`config.mk`:
```
export PLATFORM = sky130hd
export DESIGN_NAME = cic_sample_serializer
export DESIGN_NICKNAME = d
export VERILOG_FILES = /design/src/rtl/cic_serial_pkg.sv /design/src/rtl/cic_sample_serializer_fifo.sv /design/src/rtl/cic_sample_serializer.sv
export SDC_FILE = /design/constraint.sdc
export NUM_CORES = 1
export LEC_CHECK = 0
export CORE_UTILIZATION = 56
export DETAILED_ROUTE_END_ITERATION = 16
export GPL_ROUTABILITY_DRIVEN = 0
export PLACE_DENSITY = 0.76
export SLEW_MARGIN = 20
export SYNTH_ARGS = -nofsm -noshare
export SYNTH_HDL_FRONTEND = slang
export SYNTH_SLANG_ARGS = --single-unit
```
`constraint.sdc`:
```
create_clock -name clk_i -period 2.8 [get_ports clk_i]
set_clock_uncertainty 0.05 [all_clocks]
set_input_delay 0.56 -clock clk_i [delete_from_list [all_inputs] [get_ports clk_i]]
set_output_delay 0.56 -clock clk_i [all_outputs]
set_load 0.02 [all_outputs]
```
`src/rtl/cic_serial_pkg.sv`:
```
// Shared types and defaults for the CIC sample serializer.
package cic_serial_pkg;

    typedef enum logic [1:0] {IDLE, SHIFT, GAP} ser_state_t;

    localparam int DATA_WIDTH_DEF = 20;
    localparam int FIFO_DEPTH_DEF = 4;
    localparam int SCLK_DIV_DEF   = 2;

    // Counter width for a modulo-v count, never narrower than one bit.
    function automatic int unsigned min1_clog2(input int unsigned v);
        return (v > 1) ? $clog2(v) : 1;
    endfunction

endpackage

```
`src/rtl/cic_sample_serializer_fifo.sv`:
```
// Small synchronous sample FIFO; a push into a full FIFO is accepted when a pop happens in the same cycle.
module sample_fifo
    import cic_serial_pkg::*;
#(
    parameter int DATA_WIDTH = DATA_WIDTH_DEF,
    parameter int DEPTH      = FIFO_DEPTH_DEF
) (
    input  logic                         clk,
    input  logic                         rst_n,
    input  logic                         push,
    input  logic                         pop,
    input  logic [DATA_WIDTH-1:0]        wr_data,
    output logic [DATA_WIDTH-1:0]        rd_data,
    output logic                         full,
    output logic                         empty,
    output logic [$clog2(DEPTH+1)-1:0]   level
);

    localparam int PTR_W = min1_clog2(DEPTH);
    localparam int LVL_W = $clog2(DEPTH+1);

    logic [DATA_WIDTH-1:0] mem [DEPTH];
    logic [PTR_W-1:0]      wr_ptr;
    logic [PTR_W-1:0]      rd_ptr;
    logic [LVL_W-1:0]      count;
    logic                  do_push;
    logic                  do_pop;

    assign full    = (count == LVL_W'(DEPTH));
    assign empty   = (count == '0);
    assign level   = count;
    assign rd_data = mem[rd_ptr];
    assign do_pop  = pop & ~empty;
    // When full, the head is read this cycle before the same slot is overwritten at the edge.
    assign do_push = push & (~full | do_pop);

    always_ff @(posedge clk or negedge rst_n) begin
        if (!rst_n) begin
            wr_ptr <= '0;
            rd_ptr <= '0;
            count  <= '0;
        end else begin
            if (do_push) wr_ptr <= wr_ptr + PTR_W'(1);
            if (do_pop)  rd_ptr <= rd_ptr + PTR_W'(1);
            case ({do_push, do_pop})
                2'b10:   count <= count + LVL_W'(1);
                2'b01:   count <= count - LVL_W'(1);
                default: count <= count;
            endcase
        end
    end

    always_ff @(posedge clk) begin
        if (do_push) mem[wr_ptr] <= wr_data;
    end

endmodule

```
`src/rtl/cic_sample_serializer.sv`:
```
// Captures CIC samples into a FIFO and shifts them out MSB-first on sclk/sdata/frame.
// Optional macro SERIALIZER_PARITY_EN appends an even-parity bit after the LSB.
module cic_sample_serializer
    import cic_serial_pkg::*;
#(
    parameter int DATA_WIDTH = DATA_WIDTH_DEF,
    parameter int FIFO_DEPTH = FIFO_DEPTH_DEF,
    parameter int SCLK_DIV   = SCLK_DIV_DEF
) (
    input  logic                              clk_i,
    input  logic                              rstn_i,
    input  logic [DATA_WIDTH-1:0]             sample_data_i,
    input  logic                              sample_clk_i,
    input  logic                              enable_i,
    input  logic                              clear_i,
    output logic                              sclk_o,
    output logic                              sdata_o,
    output logic                              frame_o,
    output logic [$clog2(FIFO_DEPTH+1)-1:0]   fifo_level_o,
    output logic                              overflow_o
);

`ifdef SERIALIZER_PARITY_EN
    localparam int NBITS = DATA_WIDTH + 1;
`else
    localparam int NBITS = DATA_WIDTH;
`endif
    localparam int CNT_W = $clog2(DATA_WIDTH+2);
    localparam int DIV_W = min1_clog2(SCLK_DIV);

    ser_state_t            state_q, state_d;
    logic                  sample_clk_q;
    logic                  cap_edge;
    logic                  push;
    logic                  pop;
    logic                  fifo_full;
    logic                  fifo_empty;
    logic [DATA_WIDTH-1:0] fifo_rd_data;
    logic [NBITS-1:0]      load_word;
    logic [NBITS-1:0]      shreg;
    logic [CNT_W-1:0]      bit_cnt;
    logic [DIV_W-1:0]      div_cnt;
    logic                  sclk_q;
    logic                  div_last;
    logic                  bit_end;
    logic                  last_bit;
    logic                  overflow_q;

    assign cap_edge = sample_clk_i & ~sample_clk_q;
    assign push     = cap_edge & enable_i;

`ifdef SERIALIZER_PARITY_EN
    assign load_word = {fifo_rd_data, ^fifo_rd_data};
`else
    assign load_word = fifo_rd_data;
`endif

    sample_fifo #(
        .DATA_WIDTH (DATA_WIDTH),
        .DEPTH      (FIFO_DEPTH)
    ) u_fifo (
        .clk     (clk_i),
        .rst_n   (rstn_i),
        .push    (push),
        .pop     (pop),
        .wr_data (sample_data_i),
        .rd_data (fifo_rd_data),
        .full    (fifo_full),
        .empty   (fifo_empty),
        .level   (fifo_level_o)
    );

    // Resets high so a sample clock already high at reset release is not taken as an edge.
    always_ff @(posedge clk_i or negedge rstn_i) begin
        if (!rstn_i) sample_clk_q <= 1'b1;
        else         sample_clk_q <= sample_clk_i;
    end

    always_ff @(posedge clk_i or negedge rstn_i) begin
        if (!rstn_i)                        overflow_q <= 1'b0;
        else if (push & fifo_full & ~pop)   overflow_q <= 1'b1;
        else if (clear_i)                   overflow_q <= 1'b0;
    end

    assign overflow_o = overflow_q;

    assign div_last = (div_cnt == DIV_W'(SCLK_DIV-1));
    assign bit_end  = sclk_q & div_last;
    assign last_bit = (bit_cnt == CNT_W'(NBITS-1));

    always_ff @(posedge clk_i or negedge rstn_i) begin
        if (!rstn_i) state_q <= IDLE;
        else         state_q <= state_d;
    end

    // The last GAP cycle pops the next word directly, keeping back-to-back slots at (NBITS+1) bit periods.
    always_comb begin
        state_d = state_q;
        pop     = 1'b0;
        frame_o = 1'b0;
        sclk_o  = 1'b0;
        sdata_o = 1'b0;
        unique case (state_q)
            IDLE: begin
                if (!fifo_empty) begin
                    pop     = 1'b1;
                    state_d = SHIFT;
                end
            end
            SHIFT: begin
                frame_o = 1'b1;
                sclk_o  = sclk_q;
                sdata_o = shreg[NBITS-1];
                if (bit_end && last_bit) state_d = GAP;
            end
            GAP: begin
                if (bit_end) begin
                    if (!fifo_empty) begin
                        pop     = 1'b1;
                        state_d = SHIFT;
                    end else begin
                        state_d = IDLE;
                    end
                end
            end
            default: state_d = IDLE;
        endcase
    end

    // sclk_q doubles as the half-period phase in GAP, where it is not driven out.
    always_ff @(posedge clk_i or negedge rstn_i) begin
        if (!rstn_i) begin
            shreg   <= '0;
            bit_cnt <= '0;
            div_cnt <= '0;
            sclk_q  <= 1'b0;
        end else if (pop) begin
            shreg   <= load_word;
            bit_cnt <= '0;
            div_cnt <= '0;
            sclk_q  <= 1'b0;
        end else if (state_q != IDLE) begin
            if (div_last) begin
                div_cnt <= '0;
                sclk_q  <= ~sclk_q;
                if (sclk_q && state_q == SHIFT) begin
                    shreg   <= {shreg[NBITS-2:0], 1'b0};
                    bit_cnt <= bit_cnt + CNT_W'(1);
                end
            end else begin
                div_cnt <= div_cnt + DIV_W'(1);
            end
        end
    end

endmodule
```
==> out/metrics.yaml <==
outcome:
  outcome: "finished, final reports clean"
finish:
  multi_input_area_mm2: 0.00124
  finish.instance_area_mm2: 0.00569
  drive_above_1_share: 0.221
  seq_area_mm2: 0.00336
  finalNetCount: 359
  post-route-util: 0.696
  stdcell_count: 445
  final_common_cell: "edfxtp_1"
  num_antenna_cells: 0
  fillers: 520
  mostFrequentLayoutCells: "edfxtp_1 (80), nor2_1 (42), dfrtp_1 (36), clkdlybuf4s50_1 (30), mux4_2 (20)"
  syn2layout_area_growth_pct: 21.2
detailed_routing:
  drt_iter0_drc: 174
  routed_via_density: 5.85
  firstDrtPassIters: 4
  postRouteAntennaNets: 0
  routedWlPerCell_um: 18.6
  wirelength_um: 8260
  via_count: 2602
  drc: 0
synthesis:
  ys.warnings.count: 0
  netlist-cell-type-count: 35
  yosys_register_bits: 118
  synth_enable_flop_cells: 80
  syn_inst: 280
  synth.area.mux_share: 0.0983
  seq_area_frac_synth: 0.714
  synth_nets: 312
  yosys.area_share.simple: 0.0730
  synth-compound-area-share: 0.0584
  async_reset_ff_frac: 0.322
  synth_area_per_cell_um2: 16.8
  synth_fa_ha_area_frac: 0.0203
  synth_top_family_by_area: "multiplexers"
  synth_ff_type: "edfxtp_1"
  syn_area_mm2: 0.00470
  synth_xor_area_frac: 0.0149
floorplanning:
  die_w_um: 93.6
  dieArea_mm2: 0.00876
  fp-row-count: 33
  start_util: 0.574
  core_area_mm2: 0.00818
  pin_count: 32
  fp.dieH_um: 93.6
global_routing:
  grt.met2_usage: 0.349
  busiest_layer: "met2"
  grtUsageMet3: 0.0553
  overflow: 0
  grtUsageMet1: 0.295
  grt_max_degree: 39
  grt.total_usage: 0.224
  grt_pass1_vias: 2673
  antenna_found_initial: 0
  grt_pass1_wl_um: 14000
critical_path:
  crit_path_max_incr_delay_ns: 0.59
  cp.arrival_ns: 1.99
  end_kind: "output port"
  path_cells: "inv_1 > nor2_1 > and2_1 > clkdlybuf4s50_1"
  worstPathRequired_ns: 2.19
  crit_fanout: 8
  worstSetupPathType: "reg -> out"
  startpoint_type: "flop"
  slowest_stage: "clkdlybuf4s50_1"
placement:
  place_inst: 413
  hpwl_um: 4770
  dpl_cell_area_mm2: 0.00513
  port_buffers: 31
power:
  finalPower_w: 0.00618
  p_leak_nw: 2.02
  peakVddDrop_uv: 557
  powerDensity_mw_per_mm2: 1090
timing:
  slew_headroom: 0.444
  tightestPinTransition_ns: 0.834
  setup_tns_ns: 0
  hold_viol_final: 0
  max_freq_ghz: 0.385
  fin_crit_ns: 2.60
  setup_violations: 0
  fin_crit_sh: 0.928
  rsz0062_at_grt: "no"
  slew_viol_final: 0
cts:
  clock_path_buffers: 2
  cts.clk_slew.worst_paths_ns: 0.06
  insertion_delay_ns: 0.52
  cts_tree: "yes"
  ctsResizeCount: 0
  post-cts-setup-buffers: 0
  ctsHtreeMaxLevel: 4
  cts.sinks: 118
  ctsHoldBuffers: 0
  cts_buffers: 17
  ctsRootBufferMaster: "clkbuf_8"
hold_path:
  hp-class: "in -> async"
run:
  cap_violations: 0
cell usage after synthesis (all sizes together) (2+ instances only):
master   n  area (um2)
edfxtp  80        2400
nor2    42         158
dfrtp   37         926
mux4    20         450
o22ai   19         175
inv      9        33.8
nand2    7        26.3
and2     6        37.5
buf      6        45.0
ha       6        75.1
nand3    6        30.0
o21ai    6        30.0
clkbuf   5        18.8
xnor2    5        43.8
or3      3        18.8
xor2     3        26.3
a21oi    2        10.0
a22o     2        17.5
nand4    2        12.5
nor3     2        10.0
logic make-up after synthesis:
logic type | count (synthesis)
adder cells (fa/ha/maj) | 7
flip-flops | 118
AND/OR/NAND/NOR | 72
buffers and inverters | 20
XOR/XNOR | 8
multiplexers | 21
AO/OA/AOI/OAI | 34
sequential cells by signal, summed over array words and instances (netlist names):
signal / count
u_fifo.mem: 80
u_fifo.rd_ptr: 2
sample_clk_q: 1
u_fifo.level: 3
state_q: 2
sclk_q: 1
u_fifo.wr_ptr: 2
shreg: 20
overflow_o: 1
bit_cnt: 5
div_cnt: 1
worst paths after layout:
path	startpoint	to	slack (ns)	cells past startpoint
worst min-delay path	rstn_i	u_fifo.wr_ptr[1]	0.09	1
worst max-delay path	state_q[0]	sclk_o	0.20	4
worst min register to register	bit_cnt[1]	bit_cnt[1]	0.47	2
min in group clk_i	sample_clk_i	sample_clk_q	0.44	1
max in group asynchronous	rstn_i	state_q[0]	2.03	1
worst max register to register	state_q[1]	u_fifo.level[2]	0.49	9
metrics by stage:
stage	hold WS [ns]	worst slack (ns)
5_1_grt	0.172	0.0760
3_3_place_gp	0.437	0.340
3_5_place_dp	0.454	0.281
4_1_cts	0.113	0.109
6_report	0.0940	0.200
2_1_floorplan	0.214	0.470
power by group:
part	switching, W	total (W)	leakage [nW]	internal (W)
Clock	0.000826	0.00203	0.262	0.00120
Combinational	0.000951	0.00176	0.604	0.000812
Sequential	0.000214	0.00239	1.16	0.00218
Total	0.00199	0.00618	2.02	0.00419
metal layers:
| metal | vias up | routed length, um |
|---|---|---|
| met3 | 20 | 493 |
| met1 | 1329 | 3410 |
| met5 | - | 0 |
| li1 | 1163 | - |
| met4 | 0 | 164 |
| met2 | 90 | 4200 |
layout make-up:
class                           instances  share of cell area
Sequential cell                       118               0.590
Inverter                                9             0.00594
Timing Repair Buffer                   39              0.0642
Clock inverter                         14              0.0249
Clock buffer                           18              0.0735
Tap cell                              105              0.0231
Multi-Input combinational cell        142               0.219
worst max-delay path: cells and delay by family (launching register included):
family	cells	cell delay [ns]
DFF	1	0.43
buffers and inverters	2	0.68
and+or+nand+nor	2	0.37
Power figures use the tool's default switching activity.
